### src/rtl/fft_seq_ctrl.sv
// fft_seq_ctrl: registered load/compute/drain/unload sequencer for the 4-bank in-place FFT.
// Define FFT_SEQ_ABORT_EN to add the abort input and aborted pulse output.
module fft_seq_ctrl #(
    parameter int unsigned LOG2N         = 8,
    parameter int unsigned ADDR_BIT      = LOG2N - 2,
    parameter int unsigned PIPE_LAT      = 3,
    parameter int unsigned BYPASS_STAGES = 4,
    parameter int unsigned STAGE_W       = 4
) (
    input  logic                    clk,
    input  logic                    rst,
    input  logic                    start,
    output logic                    busy,
    output logic                    done,
    input  logic                    in_valid,
    output logic                    in_ready,
`ifdef FFT_SEQ_ABORT_EN
    input  logic                    abort,
    output logic                    aborted,
`endif
    output logic                    mem_en,
    output logic                    mem_we,
    output logic [4*ADDR_BIT-1:0]   rd_addr,
    output logic [4*ADDR_BIT-1:0]   wr_addr,
    output logic                    sel_ext,
    output logic [1:0]              xbar_sel,
    output logic                    pair_swap,
    output logic [STAGE_W-1:0]      stage,
    output logic [LOG2N-2:0]        tw_idx,
    output logic                    bypass_en,
    output logic                    out_valid
);

    localparam int unsigned TW_W    = LOG2N - 1;
    localparam int unsigned DRAIN_W = (PIPE_LAT > 1) ? $clog2(PIPE_LAT) : 1;

    typedef enum logic [2:0] {
        StIdle, StLoad, StCompute, StDrain, StUnload, StFlush
    } state_e;

    state_e                state_q, state_d;
    logic [ADDR_BIT-1:0]   cnt_q, cnt_d;
    logic [STAGE_W-1:0]    stage_q, stage_d;
    logic [DRAIN_W-1:0]    drain_q, drain_d;
    logic                  kill;
    logic                  load_we;

    logic [ADDR_BIT-1:0]   mask;
    logic                  hi_zero;
    logic                  bsel;
    int                    b;
    logic [4*ADDR_BIT-1:0] rd_d;
    logic [1:0]            xbar_d;
    logic                  pair_d;
    logic [TW_W-1:0]       tw_d;
    logic                  byp_d;
    logic                  comp_d;
    logic                  unl_d;

    // Write-back delay line: position i holds the read issued i+1 cycles earlier.
    logic                  pipe_v    [PIPE_LAT];
    logic [4*ADDR_BIT-1:0] pipe_addr [PIPE_LAT];

`ifdef FFT_SEQ_ABORT_EN
    assign kill = abort && (state_q != StIdle);
`else
    assign kill = 1'b0;
`endif

    assign load_we = (state_q == StLoad) && in_valid && !kill;
    assign stage   = stage_q;

    always_comb begin
        state_d = state_q;
        cnt_d   = cnt_q;
        stage_d = stage_q;
        drain_d = drain_q;
        unique case (state_q)
            StIdle: begin
                if (start) begin
                    state_d = StLoad;
                    cnt_d   = '0;
                    stage_d = '0;
                end
            end
            StLoad: begin
                if (in_valid) begin
                    cnt_d = cnt_q + ADDR_BIT'(1);
                    if (&cnt_q) state_d = StCompute;
                end
            end
            StCompute: begin
                cnt_d = cnt_q + ADDR_BIT'(1);
                if (&cnt_q) begin
                    state_d = StDrain;
                    drain_d = '0;
                end
            end
            StDrain: begin
                drain_d = drain_q + DRAIN_W'(1);
                if (drain_q == DRAIN_W'(PIPE_LAT - 1)) begin
                    drain_d = '0;
                    cnt_d   = '0;
                    if (stage_q == STAGE_W'(ADDR_BIT)) begin
                        state_d = StUnload;
                        stage_d = '0;
                    end else begin
                        state_d = StCompute;
                        stage_d = stage_q + STAGE_W'(1);
                    end
                end
            end
            StUnload: begin
                cnt_d = cnt_q + ADDR_BIT'(1);
                if (&cnt_q) state_d = StFlush;
            end
            StFlush: state_d = StIdle;
            default: state_d = StIdle;
        endcase
        if (kill) begin
            state_d = StIdle;
            cnt_d   = '0;
            stage_d = '0;
            drain_d = '0;
        end
    end

    // Output decode from next-state values so the registered outputs line up with state_q.
    always_comb begin
        comp_d  = (state_d == StCompute);
        unl_d   = (state_d == StUnload);
        mask    = '0;
        hi_zero = 1'b1;
        bsel    = 1'b0;
        b       = (int'(stage_d) + 1 >= int'(ADDR_BIT)) ? 0 : int'(ADDR_BIT) - 1 - int'(stage_d);
        for (int i = 0; i < int'(ADDR_BIT); i++) begin
            if (int'(stage_d) + i >= int'(ADDR_BIT)) mask[i] = 1'b1;
            if (i >= b && cnt_d[i]) hi_zero = 1'b0;
            if (i == b) bsel = cnt_d[i];
        end

        rd_d   = '0;
        xbar_d = 2'd0;
        pair_d = 1'b0;
        tw_d   = '0;
        byp_d  = 1'b0;
        if (comp_d) begin
            for (int k = 0; k < 4; k++) begin
                rd_d[k*ADDR_BIT +: ADDR_BIT] = (k >= 2) ? (cnt_d ^ mask) : cnt_d;
            end
            if (stage_d != '0) begin
                if (hi_zero)   xbar_d = 2'd1;
                else if (bsel) xbar_d = 2'd2;
            end
            pair_d = (int'(stage_d) < int'(ADDR_BIT)) ? bsel : 1'b0;
            tw_d   = TW_W'(cnt_d) << stage_d;
            byp_d  = (int'(stage_d) < int'(BYPASS_STAGES));
        end else if (unl_d) begin
            rd_d = {4{cnt_d}};
        end
    end

    always_ff @(posedge clk) begin
        if (rst) begin
            state_q   <= StIdle;
            cnt_q     <= '0;
            stage_q   <= '0;
            drain_q   <= '0;
            busy      <= 1'b0;
            done      <= 1'b0;
            in_ready  <= 1'b0;
            mem_en    <= 1'b0;
            mem_we    <= 1'b0;
            rd_addr   <= '0;
            wr_addr   <= '0;
            sel_ext   <= 1'b0;
            xbar_sel  <= 2'd0;
            pair_swap <= 1'b0;
            tw_idx    <= '0;
            bypass_en <= 1'b0;
            out_valid <= 1'b0;
`ifdef FFT_SEQ_ABORT_EN
            aborted   <= 1'b0;
`endif
            for (int i = 0; i < int'(PIPE_LAT); i++) begin
                pipe_v[i]    <= 1'b0;
                pipe_addr[i] <= '0;
            end
        end else begin
            state_q   <= state_d;
            cnt_q     <= cnt_d;
            stage_q   <= stage_d;
            drain_q   <= drain_d;
            busy      <= (state_d != StIdle);
            done      <= (state_d == StFlush);
            in_ready  <= (state_d == StLoad);
            mem_en    <= comp_d || unl_d;
            rd_addr   <= rd_d;
            xbar_sel  <= xbar_d;
            pair_swap <= pair_d;
            tw_idx    <= tw_d;
            bypass_en <= byp_d;
            // Load writes trail acceptance by one cycle, so the source select trails LOAD too.
            sel_ext   <= (state_q == StLoad) && !kill;
            out_valid <= (state_q == StUnload) && !kill;
`ifdef FFT_SEQ_ABORT_EN
            aborted   <= kill;
`endif
            mem_we    <= load_we || (pipe_v[PIPE_LAT-1] && !kill);
            wr_addr   <= load_we ? {4{cnt_q}} : pipe_addr[PIPE_LAT-1];

            pipe_v[0]    <= comp_d && !kill;
            pipe_addr[0] <= rd_d;
            for (int i = 1; i < int'(PIPE_LAT); i++) begin
                pipe_v[i]    <= pipe_v[i-1] && !kill;
                pipe_addr[i] <= pipe_addr[i-1];
            end
        end
    end

endmodule
### config.mk
export PLATFORM = sky130hd
export DESIGN_NAME = fft_seq_ctrl
export DESIGN_NICKNAME = d
export VERILOG_FILES = /design/src/rtl/fft_seq_ctrl.sv
export SDC_FILE = /design/constraint.sdc
export NUM_CORES = 1
export LEC_CHECK = 0
export ABC_AREA = 1
export CORE_UTILIZATION = 34
export CTS_CLUSTER_DIAMETER = 50
export DETAILED_ROUTE_END_ITERATION = 10
export GPL_TIMING_DRIVEN = 0
export SYNTH_ARGS = -nofsm -noshare
export SYNTH_HDL_FRONTEND = slang
export SYNTH_SLANG_ARGS = --single-unit
### constraint.sdc
create_clock -name clk -period 2.87 [get_ports clk]
set_input_delay 0.287 -clock clk [delete_from_list [all_inputs] [get_ports clk]]
set_output_delay 0.287 -clock clk [all_outputs]
set_load 0.02 [all_outputs]
==> flow_metrics.py <==
metrics = {
    "status": {
        "status": "complete, no violations",
    },
    "synthesis": {
        "netlist_area_sq_mm": 0.00395,
        "synthXorXnorAreaFrac_pct": 0.222,
        "synth_seq_area_share_pct": 42.6,
        "synthMuxAreaShare_pct": 0,
        "synth_warnings": 0,
        "synth_compound_area_share_pct": 11.2,
        "yosys-top-cells-area": "dfxtp_1 (43%), nor2_1 (8.2%), nand2_1 (7.3%)",
        "synth_cell_types": 43,
        "ys_ff_latch": 84,
        "synth_top_cell_by_area": "dfxtp_1",
        "synthSimpleGateAreaFrac_pct": 27.5,
        "syn-instance-count": 521,
        "synth_top_family_by_area": "simple AND/OR/NAND/NOR gates",
        "synthAdderAreaFrac_pct": 2.85,
        "avgSynthCellArea_sq_um": 7.58,
        "synthesis.nets": 534,
        "synth_top_area_share_pct": 42.6,
    },
    "drt": {
        "first_pass_iters": 5,
        "drcViolationCount": 0,
        "drtIter0Drc": 190,
        "wl_per_cell_um": 12.7,
        "wl_mm": 9.74,
        "via_per_inst": 4.52,
        "vias": 3476,
        "ant_nets": 0,
    },
    "floorplan": {
        "die-area_sq_mm": 0.0121,
        "core_area_sq_mm": 0.0114,
        "io-pin-count": 74,
        "die_h_um": 110,
        "die_w_um": 110,
        "initial_utilization_pct": 34.8,
        "std_cell_rows": 39,
    },
    "final_layout": {
        "multi_input_area_sq_mm": 0.00178,
        "areaGrowthSynthToFinish_pct": 38.5,
        "final_common_cell": "nor2_1",
        "drive_gt1_share_pct": 22.0,
        "antenna_cells": 0,
        "fill_cells": 1153,
        "final_cell_mix": "nor2_1 (83), dfxtp_1 (79), nand2_1 (74)",
        "register_area_sq_mm": 0.00170,
        "fin_nets": 634,
        "fin_cells": 769,
    },
    "sta": {
        "holdWs_ps": 405,
        "hold_viol_final": 0,
        "slew_viol_final": 0,
        "max_freq_ghz": 0.366,
        "worst_pin_slew_ps": 631,
        "fin_skew_ps": 6.33,
        "maxSlewHeadroom_pct": 57.6,
        "fin_crit_ps": 2730,
        "setup_viol": 0,
        "min_period_over_period_pct": 95.3,
    },
    "global_route": {
        "groute.usage.overall_pct": 17.0,
        "grt_pass1_wl_mm": 15.7,
        "first_global_vias": 3230,
        "global_route.overflow_total": 0,
        "antenna_found_initial": 0,
        "grt_max_degree": 17,
    },
    "cts": {
        "cts.sinks": 84,
        "clk_latency_ps": 340,
        "numCtsBuffers": 9,
        "root_buffer": "clkbuf_16",
        "cts_tree": "yes",
        "h-tree-depth": 3,
        "path_clk_slew_ps": 60,
        "clock_path_buffers": 2,
    },
    "pwr": {
        "vdd_drop_max_mv": 0.331,
        "p_per_area_mw_per_mm2": 454,
        "p_leak_nw": 2.24,
    },
    "placed_design": {
        "numPortBuffers": 73,
        "dp_hpwl_mm": 7.12,
        "place.gp.congestion": 0.915,
        "dpl.cell_count": 737,
    },
    "setup_path": {
        "worstPathArrival_ps": 2940,
        "end_kind": "flop",
        "critical_path_class": "flop to flop",
        "cp.required_ps": 3080,
        "reg2reg_depth": 21,
        "worstPathMaxFanout": 12,
        "start_kind": "flop",
    },
    "worst_hold_path": {
        "hold_class": "flop to flop",
        "min_delay_path_depth": 2,
    },
    "run": {
        "drv_cap": 0,
    },
}
sequential cells by signal (all words and copies together), names as in the netlist, 3 cells and up:
signal	count
cnt_q	6
state_q	3
rd_addr	12
wr_addr	12
pipe_addr	24
pipe_v	3
stage	4
tw_idx	7
path summary, 6_finish.rpt:
path / end / startpoint / slack, ps
max: xbar_sel[1] / state_q[1] / 140
min: pipe_addr[0][59] / pipe_addr[0][35] / 400
max reg2reg: xbar_sel[1] / state_q[1] / 140
min reg2reg: pipe_addr[0][59] / pipe_addr[0][35] / 400
metrics by stage:
step           utilization [%]  setup slack (ps)  cell area, sq um  TNS, ps  total power, mW
2_1_floorplan                -              43.1              3950        0             1.26
3_3_place_gp              42.8              -561              4860    -1780             1.29
3_5_place_dp              42.8              -513              4860    -1600             1.29
4_1_cts                   46.9              7.06              5340        0             2.50
5_1_grt                   48.1             -1.79              5470    -1.79             2.57
6_report                  48.1               135              5470        0             2.48
cell usage after synthesis, drive strengths merged:
library cell	instances
o21ai	32
dfxtp	84
a211oi	2
o31ai	4
nand4	6
and2	1
a21oi	19
o211ai	2
a22oi	1
clkbuf	4
nor3	6
buf	42
nor3b	1
nand2	91
or2	3
a31oi	2
nor2	92
xnor2	1
a32o	1
inv	82
a21boi	1
nand3b	1
o32ai	1
nand3	27
ha	9
o22ai	3
o21a	3
report_power, final:
| part | switching (mW) | internal, mW |
|---|---|---|
| combinational | 0.0600 | 0.0332 |
| clock | 0.504 | 0.714 |
| sequential | 0.00364 | 1.17 |
timing repair:
action                                  CTS  global route
hold buffers                              0             0
gates cloned                              0             1
pin swaps                                 6            10
gates resized for setup                  24            20
setup buffers                             8             8
endpoints found under the setup margin    4             3
logic make-up (layout without fill, tap and decap cells):
kind of cell / Yosys count / after routing
AND/OR/NAND/NOR: 228 / 229
flip-flops: 84 / 84
AO/OA/AOI/OAI: 71 / 71
buffers and inverters: 128 / 232
adder cells (fa/ha/maj): 9 / 9
XOR/XNOR: 1 / 1
per-layer routing:
metal / vias to the layer above / GRT usage (%) / share of wire [%]
met2: 99 / 28.1 / 49
met1: 1567 / 22.3 / 45
met4: 0 / 6.38 / 0.99
met5: - / 0 / 0
li1: 1802 / - / -
met3: 8 / 2.49 / 4.9
worst max-delay path, stage by stage (launching register included):
cell	delay [ps]
dfxtp_4	360
nand2_2	80
nor2_4	50
buf_12	130
nand2_4	90
nand2_1	70
nand2_2	80
o21ai_4	70
buf_4	130
buf_4	140
buf_12	140
ha_4	180
inv_2	60
nand3_4	70
nand3_2	110
nand4_1	210
nor2_2	200
nand3_1	90
nand2_1	80
nand4_1	70
nor2_1	130
nor2_1	60
cell type report:
class                   instances  share of cell area (%)
flip-flops and latches         84                    31.0
well taps                     143                    3.27
repair buffers                 89                    15.8
clock inverters                 6                    1.39
plain buffers                  45                    5.99
inverters                      82                    5.67
multi-input cells             310                    32.6
clock buffers                  10                    4.37
Power figures use the tool's default switching activity.
